`config.mk`:
```
export PLATFORM = sky130hd
export DESIGN_NAME = branch_unit
export DESIGN_NICKNAME = d
export VERILOG_FILES = /design/src/rtl/branch_unit_pkg.sv /design/src/rtl/branch_unit_target.sv /design/src/rtl/branch_unit.sv
export SDC_FILE = /design/constraint.sdc
export NUM_CORES = 1
export LEC_CHECK = 0
export ABC_CLOCK_PERIOD_IN_PS = 10200
export CAP_MARGIN = 25
export CORE_MARGIN = 2
export CORE_UTILIZATION = 40
export DETAILED_ROUTE_END_ITERATION = 7
export GPL_TIMING_DRIVEN = 0
export HOLD_SLACK_MARGIN = 0.03
export PLACE_DENSITY = 0.67
export SETUP_SLACK_MARGIN = 0.05
export SLEW_MARGIN = 5
export SYNTH_ARGS = -nofsm -noshare
export SYNTH_HDL_FRONTEND = slang
export SYNTH_SLANG_ARGS = --single-unit
export TNS_END_PERCENT = 10
```
`constraint.sdc`:
```
create_clock -name clk -period 10.2 [get_ports clk]
set_clock_uncertainty 0.1 [all_clocks]
set_input_delay 2.04 -clock clk [delete_from_list [all_inputs] [get_ports clk]]
set_output_delay 2.04 -clock clk [all_outputs]
set_load 0.1 [all_outputs]
```
`src/rtl/branch_unit_pkg.sv`:
```
// Shared encodings for the branch unit: branch-type codes and FSM state encodings.
package branch_unit_pkg;

    localparam logic [2:0] BR_NONE  = 3'd0;
    localparam logic [2:0] BR_BEQ   = 3'd1;
    localparam logic [2:0] BR_BIOAL = 3'd2;
    localparam logic [2:0] BR_J     = 3'd3;
    localparam logic [2:0] BR_JAL   = 3'd4;
    localparam logic [2:0] BR_JR    = 3'd5;

    typedef enum logic [0:0] {
        ST_RUN  = 1'b0,
        ST_PEND = 1'b1
    } state_t;

endpackage

```
`src/rtl/branch_unit_target.sv`:
```
// Combinational branch/jump target computation for the ID-stage instruction.
module branch_target
    import branch_unit_pkg::*;
(
    input  logic [2:0]  id_br_type,
    input  logic [31:0] id_pc,
    input  logic [15:0] id_imm16,
    input  logic [25:0] id_index26,
    input  logic [31:0] id_rs_val,
    output logic [31:0] target
);

    logic [31:0] pc4;

    always_comb begin
        pc4    = id_pc + 32'd4;
        target = pc4;
        case (id_br_type)
            BR_BEQ, BR_BIOAL: target = pc4 + {{14{id_imm16[15]}}, id_imm16, 2'b00};
            BR_J, BR_JAL:     target = {pc4[31:28], id_index26, 2'b00};
            BR_JR:            target = id_rs_val;
            default:          target = pc4;
        endcase
    end

endmodule

```
`src/rtl/branch_unit.sv`:
```
// ID-stage branch resolution, fetch PC ownership and link-write staging.
// Optional statistics counters are enabled with the BRANCH_UNIT_STATS_EN macro.
//
// state   | meaning
// ST_RUN  | pc advances or redirects whenever fetch is ready
// ST_PEND | a taken target waits in pend_target for fetch to become ready
module branch_unit
    import branch_unit_pkg::*;
#(
    parameter logic [31:0] RESET_PC = 32'h0000_3000,
    parameter logic [4:0]  LINK_REG = 5'd31
) (
    input  logic        clk,
    input  logic        reset,
    input  logic        stall,
    input  logic        if_ready,
    input  logic        id_valid,
    input  logic [2:0]  id_br_type,
    input  logic [31:0] id_pc,
    input  logic [15:0] id_imm16,
    input  logic [25:0] id_index26,
    input  logic [31:0] id_rs_val,
    input  logic        cmp_zero,
    input  logic        cmp_overflow,
    output logic [31:0] pc,
    output logic        redirect,
    output logic        link_we,
    output logic [4:0]  link_addr,
    output logic [31:0] link_data
`ifdef BRANCH_UNIT_STATS_EN
    ,
    output logic [31:0] stat_resolved,
    output logic [31:0] stat_taken
`endif
);

    state_t      state, state_next;
    logic [31:0] pend_target, pend_next;
    logic [31:0] pc_next;
    logic        redirect_next;
    logic [31:0] target;
    logic        resolve;
    logic        taken;

    branch_target u_target (
        .id_br_type (id_br_type),
        .id_pc      (id_pc),
        .id_imm16   (id_imm16),
        .id_index26 (id_index26),
        .id_rs_val  (id_rs_val),
        .target     (target)
    );

    always_comb begin
        resolve = id_valid && !stall && (id_br_type != BR_NONE);
        taken   = 1'b0;
        if (resolve) begin
            case (id_br_type)
                BR_BEQ:              taken = cmp_zero;
                BR_BIOAL:            taken = cmp_overflow;
                BR_J, BR_JAL, BR_JR: taken = 1'b1;
                default:             taken = 1'b0;
            endcase
        end
    end

    always_ff @(posedge clk) begin
        if (reset) begin
            state       <= ST_RUN;
            pc          <= RESET_PC;
            redirect    <= 1'b0;
            pend_target <= 32'd0;
        end else begin
            state       <= state_next;
            pc          <= pc_next;
            redirect    <= redirect_next;
            pend_target <= pend_next;
        end
    end

    // A taken resolution in the same cycle PEND drains is younger, so it wins over pend_target.
    always_comb begin
        state_next    = state;
        pc_next       = pc;
        pend_next     = pend_target;
        redirect_next = 1'b0;
        if (!stall) begin
            case (state)
                ST_RUN: begin
                    if (if_ready) begin
                        if (taken) begin
                            pc_next       = target;
                            redirect_next = 1'b1;
                        end else begin
                            pc_next = pc + 32'd4;
                        end
                    end else if (taken) begin
                        pend_next  = target;
                        state_next = ST_PEND;
                    end
                end
                ST_PEND: begin
                    if (if_ready) begin
                        pc_next       = taken ? target : pend_target;
                        redirect_next = 1'b1;
                        state_next    = ST_RUN;
                    end else if (taken) begin
                        pend_next = target;
                    end
                end
                default: state_next = ST_RUN;
            endcase
        end
    end

    always_comb begin
        link_we   = id_valid && !stall &&
                    ((id_br_type == BR_JAL) || ((id_br_type == BR_BIOAL) && cmp_overflow));
        link_addr = link_we ? LINK_REG : 5'd0;
        link_data = id_pc + 32'd8;
    end

`ifdef BRANCH_UNIT_STATS_EN
    always_ff @(posedge clk) begin
        if (reset) begin
            stat_resolved <= 32'd0;
            stat_taken    <= 32'd0;
        end else begin
            if (resolve && (stat_resolved != 32'hFFFF_FFFF))
                stat_resolved <= stat_resolved + 32'd1;
            if (taken && (stat_taken != 32'hFFFF_FFFF))
                stat_taken <= stat_taken + 32'd1;
        end
    end
`endif

endmodule

```
**Word-level counts from Yosys, hierarchy flattened**

Index checks and enable logic that the tools add are counted.

- Flip-flop bits (word level): 66
- Output and inout port bits: 71
- Bits of input ports: 116
- Logic and storage cells: 48

- Add/sub/neg operators: 4
- Bitwise gates (word level): 3
- Eq/ne operators: 7
- Mux-type cells: 17
- Reductions and logical operators: 13

Operators by type and width:

| operator | count |
|---|---|
| $mux W32 | 5 |
| $pmux W32 S3 | 1 |
| $add A32 B3 Y32 const B | 2 |
| $pmux W32 S2 | 1 |
| $add A32 B32 Y32 | 1 |
| $add A32 B4 Y32 const B | 1 |
| $eq A3 B2 Y1 const B | 2 |
| $eq A3 B3 Y1 const B | 2 |
| $mux W1 | 6 |
| $reduce_or A2 Y1 | 3 |
| $mux W5 | 1 |
| $logic_and A1 B1 Y1 | 4 |
| $ne A2 B2 Y1 const B | 2 |
| $pmux W1 S2 | 2 |
| $eq A3 B1 Y1 const B | 1 |
| $not A1 Y1 | 3 |
| $pmux W1 S3 | 1 |
| $reduce_and A3 Y1 | 1 |
| $reduce_bool A3 Y1 | 1 |
| $reduce_or A3 Y1 | 1 |
| $reduce_and A2 Y1 | 1 |
| $logic_not A1 Y1 | 1 |
| $logic_or A1 B1 Y1 | 1 |

**Depth between registers and ports, before layout**

Gate-level depths: netlist (run 1).

- Depth in word-level cells: 7
- Depth in mapped cells: 19
- Gate-level depth less buffers: 18

**Hierarchy**

From an unflattened synthesis (run 1), not the netlist that was laid out.

- Cell total of the unflattened synthesis: 1091
- Area, all modules: 7821.3 um^2

By module, submodules not included:

| module | area an instance (um^2) | cells an instance | seq. area each (um^2) | instances |
|---|---|---|---|---|
| branch_unit | 4116.4 | 539 | 1321.3 | 1 |
| branch_target | 3704.8 | 552 | 0.0 | 1 |

**Worst setup path before layout (run 1)**

Ideal clock, no wire load.

- Kind: input-to-output
- Start: in id_br_type[2]
- End: out link_addr[0]
- Data required time: 8060 ps
- Path buffers: 2
- Stages on the path: 5
- Slack: 2588 ps
- Arrival: 5472 ps
- Path through: clkbuf_1 > nor2b_1 > a21oi_1 > nor3_1 > buf_4

- Word-level cells in the longest chain between the ends: 5
- Elaborated cells between the ends (all ways): 6
- Classes of those cells: eq/ne (2); mux (1); reduce/logical (3)

RTL lines:

| item | line | text |
|---|---|---|
| start: declaration | branch_unit.sv:18 | `input logic [2:0] id_br_type,` |
| $eq A3 B2 Y1 | branch_unit.sv:118 | `((id_br_type == BR_JAL) \|\| ((id_br_type == BR_BIOAL) && cmp_overflow));` |
| $logic_and A1 B1 Y1 | branch_unit.sv:118 |  |
| $logic_or A1 B1 Y1 (*) | branch_unit.sv:118 |  |
| $logic_and A1 B1 Y1 (*) | branch_unit.sv:117 | `link_we = id_valid && !stall &&` |
| net link_we | branch_unit.sv:27 | `output logic link_we,` |
| $mux W5 (*) | branch_unit.sv:119 | `link_addr = link_we ? LINK_REG : 5'd0;` |
| end: declaration | branch_unit.sv:28 | `output logic [4:0] link_addr,` |

Mark *: on every way through the listed nets, which the timed path passes. The rest lies on a longest branch.

**Final worst setup path (run 1)**

- Start: in id_pc[4]
- End: out link_data[27]

- Word-level cells in the longest chain between the ends: 1

RTL lines:

| item | line | text |
|---|---|---|
| start: declaration | branch_unit.sv:19 | `input logic [31:0] id_pc,` |
| $add A32 B4 Y32 | branch_unit.sv:120 | `link_data = id_pc + 32'd8;` |
| end: declaration | branch_unit.sv:29 | `output logic [31:0] link_data` |

Every way passes these cells.

==> impl_metrics.csv, run 1 <==
group,metric,value,unit
detailed_routing,wl,29860,µm
placed_design,dp.cells,1524,
critical_path,cp-start-kind,"primary input",
timing,grt_setup_unrepaired,"false",
timing,finalMaxSlewViolations,0,
logic_synthesis,syn_avg_cell_area,7.127,µm²
logic_synthesis,yosys.area.top_type,"dfxtp_1",
logic_synthesis,synth_area,7732,µm²
critical_path,worstRegToRegCells,9,
power,internal-power,0.0006586,W
critical_path,crit_path_end_kind,"output port",
logic_synthesis,syn_inst,1085,
floorplanning,core-area,18830,µm²
detailed_routing,ant_nets,0,
power,irDropWorstVdd,86.00,µV
cts,clkTransAtPathRegs,0.06,ns
floorplanning,start_util,0.4106,
timing,hold_violations,0,
final_layout,diodes,0,
critical_path,worstReg2RegEnd,"pc[28]$_SDFFE_PP0P_",
cts,postCtsSetupRepairBufs,0,
timing,slew_headroom,0.2351,
final_layout,fill_cells,1886,
critical_path,path_buf_inv,3,
cts,clk_path_buf_depth,2,
power,seqPwrFrac,0.251,
power,p_sw_frac,0.4087,
floorplanning,row_count,50,
timing,setup_tns,0,ns
cts,cts_resized,0,
global_route,grt_max_degree,19,
final_layout,drive_gt1_frac,0.06484,
placed_design,dp_slack,2.313,ns
logic_synthesis,seq_area_frac_synth,0.1709,
cts,h-tree-depth,3,
detailed_routing,avgViaCountPerCell,5.902,
logic_synthesis,netlist_top_cells_area,"dfxtp_1, xnor2_1, nor2_1, ha_1, a21oi_1",
global_route,grt_pass1_vias,8450,
placed_design,dpl_cell_area,9849,µm²
critical_path,crit_chain,"clkdlybuf4s50_1, ha_1, nand2_4, or3_4, nor2_1, and4_1, and3_1, clkbuf_1, nand3_1, xnor2_1, clkdlybuf4s50_1",
logic_synthesis,yosys_warnings,0,
final_layout,area_delta_synth_final,31.63,%
detailed_routing,firstDrtPassIters,5,
global_route,antenna_found_initial,0,
floorplanning,io_pins,187,
critical_path,critPathArrivalTime,5.76,ns
run_status,status,"completed",
hold_path,holdCritPathClass,"reg2reg",
logic_synthesis,syn-num-nets,1242,
global_route,grt_pass1_wl,45370,µm
placed_design,portBuffers,179,
critical_path,r2r_setup_slack,7.22,ns
detailed_routing,vias,9089,
floorplanning,die_y,143.0,µm
detailed_routing,route.detailed.drc,0,
critical_path,path_delay_family,"buffers and inverters",
power,leakage,3.619,nW
critical_path,critPathRequiredTime,8.06,ns
critical_path,reg2reg_from,"pc[2]$_SDFFE_PP0P_",
logic_synthesis,ys_ff_latch,66,
final_layout,layout.cells.non_filler,1540,
cts,cts_inserted_buffers,9,
power,power_frac_comb,0.442,
detailed_routing,wl_per_cell,19.39,µm
detailed_routing,first_iter_violations,919,
final_layout,layout.cell_area.non_filler,10180,µm²
logic_synthesis,ys_types,83,
logic_synthesis,async_flop_share,0,
critical_path,cpMostUsedCell,"clkdlybuf4s50_1",
critical_path,endpoint,"link_data[27]",
global_route,grt_use_total,0.2838,
global_route,grt_overflow,0,
power,clkPwrFrac,0.308,
critical_path,slowest_stage,"clkdlybuf4s50_1",
power,power_density,109.4,nW/µm²
cts,clock_sinks,66,
timing,finalSetupViolCount,0,
cts,cts_tree,"done",
flow_run,maxCapViolations,0,
cts,cts-root-buf,"clkbuf_16",
timing,fmax,126.6,MHz
placed_design,post-dp-hpwl,23730,µm
timing,fin_crit_sh,0.7746,
cts,clk_latency,0.34,ns
critical_path,crit_start,"id_pc[4]",
cts,cts_hold_buf,0,
timing,worst_slew_pin_slew,1.118,ns
power,p_switching,0.0004552,W
logic_synthesis,synth_top_area_share,0.1709,
critical_path,cp.depth,11,
critical_path,cpPeakStageDelay,1.17,ns
final_layout,nets,1432,
timing,fin_crit,7.901,ns
critical_path,worst-path-max-fanout,5,
final_layout,final_util,0.5405,
logic_synthesis,synth-main-ff-cell,"dfxtp_1",
logic_synthesis,synth_edf_count,0,
critical_path,crit_type,"in2out",
floorplanning,dieArea,20460,µm²
floorplanning,die_w,143.0,µm
timing,setup_ws,2.299,ns
placed_design,gp_congestion,0.9271,
-- worst min path at each step --
stage | endpoint | slack [ns] | cells after the start | from
5_1_grt | pend_target[8]$_SDFFE_PP0P_ | 0.37 | 2 | pend_target[8]$_SDFFE_PP0P_
3_3_place_gp | pend_target[2]$_SDFFE_PP0P_ | 0.34 | 2 | pend_target[2]$_SDFFE_PP0P_
6_report | pend_target[3]$_SDFFE_PP0P_ | 0.36 | 2 | pend_target[3]$_SDFFE_PP0P_
2_1_floorplan | pend_target[20]$_SDFFE_PP0P_ | 0.34 | 2 | pend_target[20]$_SDFFE_PP0P_
4_1_cts | pend_target[8]$_SDFFE_PP0P_ | 0.36 | 2 | pend_target[8]$_SDFFE_PP0P_
3_5_place_dp | pend_target[9]$_SDFFE_PP0P_ | 0.35 | 2 | pend_target[9]$_SDFFE_PP0P_
-- routing by layer --
| metal | global-route usage | wire, µm | vias to the layer above |
|---|---|---|---|
| li1 | - | - | 4349 |
| met1 | 0.3638 | 12620 | 4148 |
| met2 | 0.4772 | 13590 | 515 |
| met3 | 0.03957 | 2579 | 77 |
| met4 | 0.1183 | 1070 | 0 |
| met5 | 0 | 0 | - |
-- kinds of logic after synthesis --
kind of cell	share of synthesized area
flops	0.1709
compound gates	0.2621
buf+inv	0.06586
xor+xnor	0.1099
fa+ha+maj	0.06731
simple gates	0.2913
mux	0.03268
-- metrics by stage --
stage          hold WS, ns  power (W)
2_1_floorplan       0.3360  0.0006095
3_3_place_gp        0.3434  0.0007633
3_5_place_dp        0.3495  0.0007659
4_1_cts             0.3576   0.001107
5_1_grt             0.3729   0.001154
6_report            0.3571   0.001114
-- final cells by class --
cell class              instances  area (µm²)  area share
flip-flops and latches         66        1321      0.1298
clock buffers                  10       239.0     0.02348
well taps                     260       325.3     0.03196
inverters                      15       56.30    0.005532
plain buffers                  81       452.9     0.04450
clock inverters                 6       90.09    0.008851
multi-input cells             923        5902      0.5798
repair buffers                179        1792      0.1760
-- power by group through the flow --
stage / Combinational [W] / Sequential (W) / Clock (W)
3_5_place_dp: 0.000482 / 0.000284 / 0
4_1_cts: 0.000484 / 0.000279 / 0.000344
6_report: 0.000492 / 0.000279 / 0.000343
3_3_place_gp: 0.000479 / 0.000284 / 0
2_1_floorplan: 0.000278 / 0.000331 / 0
5_1_grt: 0.000521 / 0.000281 / 0.000352
-- sequential cells by signal, summed over array words and instances, names as in the netlist --
signal / flops
pc: 32
redirect: 1
state: 1
pend_target: 32
-- cells in the final DEF, fill, tap and decap left out, drive strengths merged, types with 7 or more instances in the layout --
master	count
a211oi	32
a21o	13
a21oi	92
a221oi	12
a311oi	15
and2	10
and3	19
buf	32
clkbuf	58
clkdlybuf4s50	179
dfxtp	66
ha	40
inv	15
mux2i	14
nand2	113
nand2b	12
nand3	45
nand3b	7
nand4	18
nor2	137
nor2b	14
nor3	37
nor4	8
o211ai	12
o21ai	64
or2	8
or3	13
xnor2	64
xor2	33
-- tightest hold or removal path: stages (launching register included) --
cell     delay (ns)
dfxtp_1        0.31
nand2_1        0.05
a21oi_1        0.05
-- Yosys cell counts, drive strengths merged, types with 4 or more instances --
cell type  count
a2111oi        6
a211oi        32
a21o          13
a21oi         92
a221o          4
a221oi        12
a22o           6
a311oi        15
a31oi          6
a32oi          4
and2          10
and3          19
and4           6
buf           32
clkbuf        48
dfxtp         66
ha            40
inv           15
mux2           4
mux2i         14
nand2        113
nand2b        12
nand3         45
nand3b         7
nand4         18
nor2         137
nor2b         14
nor3          37
nor3b          5
nor4           8
o211ai        12
o21a           4
o21ai         64
o21bai         6
o221ai         6
o22ai          5
or2            8
or3           13
xnor2         64
xor2          33
No activity file was read; power rests on OpenSTA's default activity.
==> run 2, diff against run 1 <==
--- a/config.mk
+++ b/config.mk
@@ -5,7 +5,7 @@
 export SDC_FILE = /design/constraint.sdc
 export NUM_CORES = 1
 export LEC_CHECK = 0
-export ABC_CLOCK_PERIOD_IN_PS = 10200
+export ABC_CLOCK_PERIOD_IN_PS = 7500
 export CAP_MARGIN = 25
 export CORE_MARGIN = 2
 export CORE_UTILIZATION = 40
==> constraint.sdc (replaced) <==
create_clock -name clk -period 7.5 [get_ports clk]
set_clock_uncertainty 0.1 [all_clocks]
set_input_delay 1.5 -clock clk [delete_from_list [all_inputs] [get_ports clk]]
set_output_delay 1.5 -clock clk [all_outputs]
set_load 0.1 [all_outputs]
==> results of run 2 <==
The final DEF is identical to that of run 1. Status: completed.
Among the figures that moved: setup slack after placement 2.313 ns -> 0.6935 ns; setup slack after layout 2.299 ns -> 0.6790 ns; register-to-register setup slack 7.22 ns -> 4.52 ns; total power 0.001114 W -> 0.001515 W; worst IR drop on VDD 86.00 µV -> 117.0 µV
